--- config.mk ---
export PLATFORM = sky130hd
export DESIGN_NAME = kamikaze_memory
export DESIGN_NICKNAME = d
export VERILOG_FILES = /design/src/rtl/kamikaze_memory_pkg.sv /design/src/rtl/kamikaze_load_align.sv /design/src/rtl/kamikaze_memory.sv
export SDC_FILE = /design/constraint.sdc
export NUM_CORES = 1
export LEC_CHECK = 0
export ABC_AREA = 1
export ABC_CLOCK_PERIOD_IN_PS = 1410
export CAP_MARGIN = 20
export CORE_UTILIZATION = 45
export CTS_CLUSTER_SIZE = 14
export DETAILED_ROUTE_END_ITERATION = 6
export PLACE_DENSITY_LB_ADDON = 0.12
export SYNTH_ARGS = -nofsm -noshare
export SYNTH_HDL_FRONTEND = slang
export SYNTH_SLANG_ARGS = --single-unit
--- constraint.sdc ---
create_clock -name clk_i -period 1.41 [get_ports clk_i]
set_input_delay 0.2115 -clock clk_i [delete_from_list [all_inputs] [get_ports clk_i]]
set_output_delay 0.2115 -clock clk_i [all_outputs]
set_load 0.02 [all_outputs]
--- src/rtl/kamikaze_memory_pkg.sv ---
// Shared memory-stage constants and helpers for the kamikaze RV32I pipeline.
// The decode stage emits the same MEM_OP_* / MEM_SIZE_* encodings.
package kamikaze_memory_pkg;

  localparam logic [1:0] MEM_OP_NONE  = 2'b00;
  localparam logic [1:0] MEM_OP_LOAD  = 2'b01;
  localparam logic [1:0] MEM_OP_STORE = 2'b10;

  // funct3 encodings; bit 2 selects zero-extension for loads
  localparam logic [2:0] MEM_SIZE_B  = 3'b000;
  localparam logic [2:0] MEM_SIZE_H  = 3'b001;
  localparam logic [2:0] MEM_SIZE_W  = 3'b010;
  localparam logic [2:0] MEM_SIZE_BU = 3'b100;
  localparam logic [2:0] MEM_SIZE_HU = 3'b101;

  typedef enum logic {ST_IDLE, ST_BUS} state_e;

  // Halfword accesses need addr[0]=0, words need addr[1:0]=0.
  function automatic logic is_misaligned(input logic [2:0] sz, input logic [1:0] lo);
    case (sz[1:0])
      2'b00:   return 1'b0;
      2'b01:   return lo[0];
      default: return lo != 2'b00;
    endcase
  endfunction

  // Force the address to the natural alignment of the access size.
  function automatic logic [31:0] align_addr(input logic [31:0] a, input logic [2:0] sz);
    case (sz[1:0])
      2'b00:   return a;
      2'b01:   return {a[31:1], 1'b0};
      default: return {a[31:2], 2'b00};
    endcase
  endfunction

  function automatic logic [3:0] gen_be(input logic [2:0] sz, input logic [1:0] lo);
    case (sz[1:0])
      2'b00:   return 4'b0001 << lo;
      2'b01:   return lo[1] ? 4'b1100 : 4'b0011;
      default: return 4'b1111;
    endcase
  endfunction

  // Store data is replicated across the word so the byte lanes pick it up.
  function automatic logic [31:0] gen_wdata(input logic [2:0] sz, input logic [31:0] d);
    case (sz[1:0])
      2'b00:   return {4{d[7:0]}};
      2'b01:   return {2{d[15:0]}};
      default: return d;
    endcase
  endfunction

endpackage

--- src/rtl/kamikaze_load_align.sv ---
// Load data aligner: shifts the addressed byte/half down to bit 0 and extends it.
module kamikaze_load_align
  import kamikaze_memory_pkg::*;
(
  input  logic [31:0] i_rdata,
  input  logic [1:0]  i_addr,
  input  logic [2:0]  i_size,
  output logic [31:0] o_data
);

  logic [31:0] w_sh;
  logic        w_sext;

  assign w_sh   = i_rdata >> {i_addr, 3'b000};
  assign w_sext = ~i_size[2];

  // select width and extension
  always_comb begin
    o_data = i_rdata;
    case (i_size[1:0])
      2'b00:   o_data = {{24{w_sext & w_sh[7]}}, w_sh[7:0]};
      2'b01:   o_data = {{16{w_sext & w_sh[15]}}, w_sh[15:0]};
      default: o_data = i_rdata;
    endcase
  end

endmodule

--- src/rtl/kamikaze_memory.sv ---
// kamikaze memory-access stage: loads/stores over a req/ack data bus,
// registered write-back outputs, upstream stall while the bus is busy.
// Optional KAMIKAZE_MISALIGN_TRAP_EN: misaligned accesses trap instead of
// being silently aligned.
module kamikaze_memory
  import kamikaze_memory_pkg::*;
(
  input  logic        clk_i,
  input  logic        rst_i,
  input  logic        valid_i,
  input  logic [31:0] result_i,
  input  logic [31:0] store_data_i,
  input  logic [1:0]  mem_op_i,
  input  logic [2:0]  mem_size_i,
  input  logic [4:0]  rf_rd_i,
  input  logic        rf_rd_we_i,
  output logic        stall_o,
  output logic        dbus_req_o,
  output logic        dbus_we_o,
  output logic [31:0] dbus_addr_o,
  output logic [3:0]  dbus_be_o,
  output logic [31:0] dbus_wdata_o,
  input  logic [31:0] dbus_rdata_i,
  input  logic        dbus_ack_i,
  output logic        wb_valid_o,
  output logic [31:0] wb_data_o,
  output logic [4:0]  wb_rd_o,
  output logic        wb_we_o
`ifdef KAMIKAZE_MISALIGN_TRAP_EN
  ,
  output logic        misalign_o,
  output logic [31:0] badaddr_o
`endif
);

  state_e      r_state, w_state_nxt;
  logic        w_is_mem, w_trap, w_accept, w_stall, w_done;
  logic [31:0] w_addr, w_ld_data;

  logic [31:0] r_addr, r_wdata;
  logic [3:0]  r_be;
  logic [2:0]  r_size;
  logic        r_store, r_rd_we;
  logic [4:0]  r_rd;

  logic        r_wb_valid, r_wb_we;
  logic [31:0] r_wb_data;
  logic [4:0]  r_wb_rd;

  assign w_is_mem = valid_i & ((mem_op_i == MEM_OP_LOAD) | (mem_op_i == MEM_OP_STORE));

`ifdef KAMIKAZE_MISALIGN_TRAP_EN
  logic        r_misalign;
  logic [31:0] r_badaddr;

  assign w_trap = w_is_mem & (r_state == ST_IDLE) & is_misaligned(mem_size_i, result_i[1:0]);
  assign w_addr = result_i;

  // one-cycle misalign pulse; faulting address held until the next trap
  always_ff @(posedge clk_i or negedge rst_i) begin
    if (!rst_i) begin
      r_misalign <= 1'b0;
      r_badaddr  <= '0;
    end else begin
      r_misalign <= w_trap;
      if (w_trap) r_badaddr <= result_i;
    end
  end

  assign misalign_o = r_misalign;
  assign badaddr_o  = r_badaddr;
`else
  assign w_trap = 1'b0;
  assign w_addr = align_addr(result_i, mem_size_i);
`endif

  assign w_accept = (r_state == ST_IDLE) & w_is_mem & ~w_trap;

  // state register
  always_ff @(posedge clk_i or negedge rst_i) begin
    if (!rst_i) r_state <= ST_IDLE;
    else        r_state <= w_state_nxt;
  end

  // next state, stall and completion strobe
  always_comb begin
    w_state_nxt = r_state;
    w_stall     = 1'b0;
    w_done      = 1'b0;
    case (r_state)
      ST_IDLE: if (w_accept) begin
        w_state_nxt = ST_BUS;
        w_stall     = 1'b1;
      end
      ST_BUS: begin
        w_stall = ~dbus_ack_i;
        if (dbus_ack_i) begin
          w_state_nxt = ST_IDLE;
          w_done      = 1'b1;
        end
      end
      default: w_state_nxt = ST_IDLE;
    endcase
  end

  // gated so every output reads 0 while reset is held
  assign stall_o = w_stall & rst_i;

  // capture the access at accept; held stable for the whole bus phase
  always_ff @(posedge clk_i or negedge rst_i) begin
    if (!rst_i) begin
      r_addr  <= '0;
      r_wdata <= '0;
      r_be    <= '0;
      r_size  <= '0;
      r_store <= 1'b0;
      r_rd    <= '0;
      r_rd_we <= 1'b0;
    end else if (w_accept) begin
      r_addr  <= w_addr;
      r_wdata <= gen_wdata(mem_size_i, store_data_i);
      r_be    <= gen_be(mem_size_i, w_addr[1:0]);
      r_size  <= mem_size_i;
      r_store <= (mem_op_i == MEM_OP_STORE);
      r_rd    <= rf_rd_i;
      r_rd_we <= rf_rd_we_i;
    end
  end

  assign dbus_req_o   = (r_state == ST_BUS);
  assign dbus_we_o    = r_store;
  assign dbus_addr_o  = {r_addr[31:2], 2'b00};
  assign dbus_be_o    = r_be;
  assign dbus_wdata_o = r_wdata;

  kamikaze_load_align u_align (
    .i_rdata (dbus_rdata_i),
    .i_addr  (r_addr[1:0]),
    .i_size  (r_size),
    .o_data  (w_ld_data)
  );

  // write-back register: pulse on bus completion or on a non-bus instruction
  always_ff @(posedge clk_i or negedge rst_i) begin
    if (!rst_i) begin
      r_wb_valid <= 1'b0;
      r_wb_we    <= 1'b0;
      r_wb_data  <= '0;
      r_wb_rd    <= '0;
    end else begin
      r_wb_valid <= 1'b0;
      r_wb_we    <= 1'b0;
      if (w_done) begin
        r_wb_valid <= 1'b1;
        r_wb_data  <= w_ld_data;
        r_wb_rd    <= r_rd;
        r_wb_we    <= ~r_store & r_rd_we & (r_rd != 5'd0);
      end else if ((r_state == ST_IDLE) && valid_i && !w_accept) begin
        r_wb_valid <= 1'b1;
        r_wb_data  <= result_i;
        r_wb_rd    <= rf_rd_i;
        r_wb_we    <= ~w_trap & rf_rd_we_i & (rf_rd_i != 5'd0);
      end
    end
  end

  assign wb_valid_o = r_wb_valid;
  assign wb_data_o  = r_wb_data;
  assign wb_rd_o    = r_wb_rd;
  assign wb_we_o    = r_wb_we;

endmodule

* Word-level counts from Yosys, hierarchy flattened
Cells that the tools add are included.
** Operators by class
- Reduce and logical (&&, ||, !) cells :: 8
- Equal/unequal tests :: 4
- Bitwise operators :: 13
- Shift operators :: 2
- Multiplexer cells :: 19
** Operators by type and width (count)
- $pmux 32 s2 :: 2
- $mux 32 :: 2
- $shr 32x5->16 :: 1
- $mux 5 :: 2
- $reduce_bool 5->1 :: 2
- $and 1x1->1 :: 8
- $mux 1 :: 8
- $pmux 4 s2 :: 1
- $eq 2x1->1 const B :: 3
- $logic_not 2->1 :: 2
- $mux 4 :: 1
- $not 1->1 :: 4
- $pmux 1 s2 :: 2
- $pmux 2 s2 :: 1
- $shl 1x2->4 const A :: 1
- $eq 2x2->1 const B :: 1
- $logic_and 1x1->1 :: 2
- $reduce_bool 2->1 :: 1
- $logic_not 1->1 :: 1
- $or 1x1->1 :: 1
** Word-level totals
- Bits of input ports :: 111
- Output and inout port bits :: 110
- Register bits :: 118
- Logic and storage cells :: 58

* Longest topological paths before layout
- Depth after elaboration :: 8
- Depth in mapped cells :: 10
- Depth with buffers taken out :: 9

* Modules after synthesis
A second synthesis with hierarchy kept.
** Unflattened totals
- Cell total of the unflattened synthesis :: 920
- Area, all modules :: 6448.7 um^2
** Modules (own cells, without submodules)
- kamikaze_memory :: area each 5605.4 um^2, sequential area each 2952.8 um^2, instances 1, cells an instance 746
- kamikaze_load_align :: area each 843.3 um^2, sequential area each 0.0 um^2, instances 1, cells an instance 174

* Worst setup path after synthesis
Ideal clock, no wire load.
- Path kind :: reg2out
- From :: reg r_state, in the netlist dbus_req_o
- To :: out stall_o
- Path slack :: -0.220 ns
- Arrival time :: 1.419 ns
- Cell stages (with the launch flop) :: 5
- Path buffers :: 1
- Required time :: 1.199 ns
- Cells stage by stage :: dfrtp_1 -> nand2_1 -> buf_4 -> inv_1 -> nor3b_1
** On the way
- Longest elaborated chain between the ends :: 5
** Ends and longest elaborated chain
- from (decl) :: RTL line kamikaze_memory.sv:36 : state_e r_state, w_state_nxt;
- from (signal assigned) :: RTL line kamikaze_memory.sv:82 : else r_state <= w_state_nxt;
- $not 1->1
- $and 1x1->1 :: RTL line kamikaze_memory.sv:77 : assign w_accept = (r_state == ST_IDLE) & w_is_mem & ~w_trap;
- $mux 1 :: RTL line kamikaze_memory.sv:91 : ST_IDLE: if (w_accept) begin
- $pmux 1 s2 * :: RTL line kamikaze_memory.sv:90 : case (r_state)
- $and 1x1->1 * :: RTL line kamikaze_memory.sv:107 : assign stall_o = w_stall & rst_i;
- to (decl) :: RTL line kamikaze_memory.sv:17 : output logic stall_o,
Every way passes the cells marked *; elsewhere a longest branch is shown, timed or not.

* Worst setup path after layout
Ends and elaborated chain as after synthesis.

==> impl_metrics.tcl <==
set metrics [dict create \
    fillers 1090 \
    hold_violations 0 \
    p_leak_nw 4.750 \
    maxCapViolCount 0 \
    path_class "flop to primary output" \
    final_area_sq_um 9657 \
    multiInputGateArea_sq_um 2835 \
    p_per_area_nw_per_um2 2047 \
    io_pins 221 \
    tightest_slew_ps 563.3 \
    die_x_um 118.5 \
    rsz0062_at_grt "yes" \
    synthCells 782 \
    cts_tree "yes" \
    cp.required_ps 1200 \
    post-dp-hpwl_um 13510 \
    violations "negative setup slack" \
    clock_latency_ps 410 \
    yosys-top-cells-area "dfrtp_1 48%, nand2_1 17%, o21ai_0 7.2%, buf_4 4.4%, a21oi_1 3.5%" \
    crit_path_start_kind "flop" \
    register_area_sq_um 2955 \
    finalSetupViolations 4 \
    met3WireLength_um 1404 \
    grt_max_degree 83 \
    wire_per_inst_um 16.29 \
    layout.nets 1127 \
    utilization_pct 72.92 \
    cts.reportedPaths.clkPinSlew_ps 50 \
    highest_layer "met4" \
    dieArea_sq_um 14050 \
    met2RoutedLength_um 9426 \
    antenna_found_initial 0 \
    tns_ps -114.2 \
    dieHeight_um 118.5 \
    met1_length_um 8263 \
    reg2reg_from "dbus_req_o" \
    period_needed_ps 1499 \
    holdWs_ps 3.506 \
    fin_skew_ps 6.275 \
    cp_max_fo 4 \
    synthToLayoutAreaGrowth_pct 57.99 \
    netlist.area_leader.share_pct 48.31 \
    cts.sink_count 118 \
    power_mw 19.77 \
    fmax_ghz 0.6673 \
    synth-seq-area-share_pct 48.31 \
    drt_first_pass_iters 5 \
    slew_headroom_pct 62.31 \
    dr.first_iter.drc_count 439 \
    grt_overflow 0 \
    start_util_pct 46.15 \
    port-buffer-count 218 \
    arrival_ps 1290 \
    end_kind "primary output" \
    synth-seq-cells 118 \
    yosysUniqueCellTypes 32 \
    core_area_sq_um 13240 \
    layout_setup_ws_ps -88.55 \
    r2r_end "wb_data_o[13]" \
    r2r_slack_ps -10 \
    synth_area_sq_um 6112 \
    grt_pass1_wl_um 30840 \
    htree_levels 4 \
    antenna_left 0 \
    insertedDiodeCount 0 \
    r2r_cells 7 \
    grtUsageTotal_pct 28.35 \
    drc 0 \
    via_per_inst 5.059 \
    yosys_warnings 0 \
    cts-root-buf "clkbuf_16" \
    drive_gt1_share_pct 18.89 \
    num_rows 42 \
    grt_pass1_vias 6019 \
    place_congestion 0.8311 \
    hold_buffers 0 \
    status "finished, violations left" \
    avgSynthCellArea_sq_um 7.816 \
    fin_crit_sh_pct 106.3 \
    wirelength_um 19600 \
    place_area_sq_um 8534 \
    cts_buffers 17 \
    vias 6086 \
    holdCritPathClass "input pin to asynchronous set/reset pin" \
    drv_slew 0 \
    synth_largest_area_cell "dfrtp_1" \
    ir_drop_v 0.001086 \
    clk_path_buf_depth 2 \
]
worst max-delay path, cell delays in order (launching register included):
cell and delay (ps):
dfrtp_2 440, nand2_2 90, inv_2 40, nor3b_2 140, buf_4 160
sequential cells by signal (all words and copies together), names as in the netlist, 3 cells and up:
| name | flops |
|---|---|
| dbus_wdata_o | 32 |
| r_addr | 32 |
| wb_data_o | 32 |
| r_rd | 5 |
| wb_rd_o | 5 |
| dbus_be_o | 4 |
| r_size | 3 |
final cells by class:
| type | instances | area share, % |
|---|---|---|
| Clock inverter | 8 | 1.011 |
| Tap cell | 176 | 2.280 |
| Sequential cell | 118 | 30.60 |
| Multi-Input combinational cell | 538 | 29.36 |
| Timing Repair Buffer | 285 | 29.35 |
| Clock buffer | 23 | 5.053 |
| Inverter | 55 | 2.345 |
repair_timing:
action	in CTS	in global routing
endpoints found under the setup margin	219	69
resized for setup	148	88
gates cloned	5	2
pin swaps	5	44
buffers inserted	3	7
per-layer routing:
metal / GRT usage (%) / up-vias
met5: 0 / -
met4: 11.71 / 0
met3: 8.156 / 33
met2: 46.24 / 235
met1: 35.20 / 2872
li1: - / 2946
logic make-up after synthesis:
kind of cell	Yosys count	share of synthesized area [%]
and+or+nand+nor	378	26.45
AOI/OAI and AO/OA	156	13.88
buffers and inverters	128	11.10
DFF	118	48.31
adders and majority gates	1	0.2047
other	1	0.06135
how the worst max path moves through the flow:
stage | slack (ps) | depth (start not counted) | from | to
floorplan | -40 | 4 | dbus_req_o | stall_o
global placement | -780 | 7 | mem_op_i[0] | stall_o
detailed placement | -770 | 7 | mem_op_i[0] | stall_o
CTS | -120 | 4 | dbus_req_o | stall_o
global route | -140 | 4 | dbus_req_o | stall_o
finish | -90 | 4 | dbus_req_o | stall_o
through the flow:
step	setup slack, ps	cells
floorplan	-35.43	783
global placement	-779.0	1155
detailed placement	-768.8	1155
CTS	-117.4	1194
global route	-140.1	1203
finish	-88.55	1203
cells in the final DEF (no fill, tap or decap), types with 4 or more instances in the layout:
cell type / netlist / layout
dfrtp_1: 118 / 116
inv_2: 3 / 4
o21ai_1: 1 / 15
a21oi_2: 2 / 12
buf_12: 0 / 9
nand3_1: 28 / 12
nand2_1: 280 / 261
inv_1: 50 / 46
nand3_4: 2 / 10
nor2_1: 41 / 37
a2bb2oi_1: 6 / 6
o22ai_1: 5 / 5
buf_4: 36 / 42
clkbuf_8: 0 / 4
nand2_2: 3 / 21
clkdlybuf4s50_1: 0 / 107
nand3_2: 12 / 21
o21ai_0: 88 / 71
bufbuf_16: 0 / 4
dlygate4sd2_1: 0 / 107
o21a_1: 6 / 6
clkbuf_16: 0 / 19
a21oi_4: 0 / 5
buf_6: 5 / 12
a21oi_1: 43 / 28
nand4_1: 4 / 4
power by group:
part | switching (mW) | leakage [nW] | internal (mW)
registers | 0.931 | 1.41 | 4.96
logic | 5.65 | 3.05 | 3.98
clock network | 1.49 | 0.281 | 2.77
total | 8.07 | 4.75 | 11.7
synthesized netlist by cell type (all sizes together):
cell type,n
o211ai,2
clkbuf,15
nor3,2
ha,1
inv,55
nand4,4
o22a,3
nor3b,1
o21ai,89
conb,1
nor2,44
o22ai,5
dfrtp,118
a21oi,45
a2bb2oi,6
nand3,42
nand2,285
buf,58
o21a,6
Power figures use the tool's default switching activity.
==> RTL edit (same settings) <==
The option `KAMIKAZE_MISALIGN_TRAP_EN` is turned on by a define.
--- a/src/rtl/kamikaze_memory.sv
+++ b/src/rtl/kamikaze_memory.sv
@@ -3,4 +3,6 @@
 // Optional KAMIKAZE_MISALIGN_TRAP_EN: misaligned accesses trap instead of
 // being silently aligned.
+`define KAMIKAZE_MISALIGN_TRAP_EN
+
 module kamikaze_memory
   import kamikaze_memory_pkg::*;
Function (old outputs only; new: badaddr_o and misalign_o): changed (Yosys sat finds a counterexample within 4 cycles, from zero or initial values and one cycle with rst_i low).
==> RTL edit against the original RTL <==
- the run still ends with setup timing left
- final area rose by 20%
- critical path depth did not move
- register-to-register slack got worse by 0.14 ns
- setup slack got worse by 0.094 ns
- sequential cell count rose by 33
- wire length rose by 23%
- maximum frequency fell by 5.9%
- power fell by 9.9%
- via count rose by 21%
- clock power rose by 4%
- area after synthesis rose by 20%
- synthesized cell count rose by 17%
- critical endpoint unchanged
- highest routed layer unchanged
==> RTL edit: results (changes against the original RTL) <==
Drt
  • DR WL/cell: 17.1 um (+5.0%)
  • Vias: 7,355 (+21%)
  • First drt pass iteration count: 6 (+1)
  • Number of DRC markers in iteration 0: 569 (+30%)

Layout
  • Number of fill cells: 1,260 (+16%)
  • Total Nets Final: 1,297 (+15%)
  • Layout cell share with drive strength beyond 1: 18.2% (-0.69 points)

Worst hold path
  • Hold Path Depth: 4
  • HP Start: mem_op_i[1]
  • Hold Path Class: input port to register

Clock tree
  • Latest clock arrival within the worst-skew pair: 0.43 ns (+0.02 ns)
  • PostCTS Resize Cnt: 259 (+75%)
  • Hold Buf Count CTS: 1 (+1)
  • Post-CTS setup repair buffer count: 12 (+9)

Placed design
  • Gpl congestion: 0.887 (+6.8%)
  • Worst setup slack after placement: -0.875 ns (-0.106 ns)
  • Buffers on Ports: 251 (+15%)
  • Detail Placement HPWL: 15,300 um (+13%)

GRT
  • Largest net degree at the start of global routing: 87 (+4.8%)
  • First-pass GRT wire length: 36,400 um (+18%)
  • Vias in the first global route: 6,819 (+13%)

STA
  • Clock skew: 0.00696 ns (+0.000686 ns)
  • Worst hold slack: 0.276 ns (+0.272 ns)
  • Final number of setup-violating endpoints: 88 (+84)
  • PnR worst setup slack: -0.182 ns (-0.0939 ns)

Synth
  • Netlist cell types: 29 (-9.4%)
  • Compound-Gate Fraction of Synth Area: 16.1% (+2.3 points)
  • Post-synth top cells: nand2_1 (241), dfrtp_1 (151), o21ai_1 (115)
  • Synth top area cells: dfrtp_1 (52%), nand2_1 (12%), o21ai_1 (7.9%)
  • Synth Area in Adders: 0.171% (-0.034 points)
  • Seq/Total Area, Yosys: 51.6% (+3.3 points)

Worst setup path
  • Critical Path AT: 1.38 ns (+0.09 ns)
  • CP Capture Point: stall_o
  • Worst-path fanout max: 2 (-2)
  • RR Startpoint: dbus_req_o$_DFF_PN0_
  • Internal reg-to-reg setup slack: -0.15 ns (-0.14 ns)
  • Reg2Reg Depth: 8 (+1)
  • RR Endpoint: wb_data_o[20]$_DFFE_PN0P_

Power
  • P_leak: 0.00573 uW (+21%)
  • Cell Int Power: 11,100 uW (-5.0%)
  • Peak supply drop: 0.935 mV (-14%)

Status
  • Failing checks: setup timing
  • Status: complete, but fails checks
RTL edit: changes by cell type in the layout (fill, tap and decap cells not counted), moves of 7 or more:
cell / delta
o21ai_1: +96
buf_16: +8
dlygate4sd2_1: +27
nand3_1: +40
o21ai_2: +18
buf_12: +9
dfrtp_1: +34
o21ai_0: -39
a21oi_1: +31
nand3_4: -7
nand2_1: -41
a21oi_2: -10
inv_1: +14
RTL edit: layout make-up:
class                   instances  area (um2)  share of cell area (%)
clock buffers                  21         470                    4.06
multi-input cells             608        3170                    27.3
inverters                      69         273                    2.35
repair buffers                338        3520                    30.4
clock inverters                11        98.8                   0.853
well taps                     216         270                    2.33
flip-flops and latches        151        3780                    32.6
RTL edit: stage by stage:
step	util [%]	setup TNS, ns	instances	cell area [um2]	total power, uW
final	72.9	-4.70	1414	11600	17800
after CTS	71.4	-13.73	1403	11300	17600
after floorplan	-	-0.0908	913	7360	10100
after global routing	72.9	-13.14	1414	11600	18800
after detailed placement	64.2	-93.33	1347	10200	13400
after global placement	64.2	-90.33	1347	10200	13300
RTL edit: power groups by stage:
| stage | combinational, uW | clock, uW | sequential (uW) |
|---|---|---|---|
| after global placement | 7080 | 0 | 6250 |
| final | 7170 | 4420 | 6230 |
| after global routing | 7740 | 4650 | 6380 |
| after floorplan | 2850 | 0 | 7240 |
| after CTS | 6910 | 4470 | 6200 |
| after detailed placement | 7160 | 0 | 6250 |
RTL edit: metal layers:
metal	share of wire [%]	GRT usage [%]
met5	0	0
met4	2.3	9.71
met3	8.7	9.17
met2	48	45.4
met1	41	36.7
RTL edit: worst max-delay path: stages, from the launching register on:
cell,delay (ns)
dfrtp_1,0.42
nor3_4,0.18
nand2_4,0.09
a21boi_4,0.13
buf_6,0.13
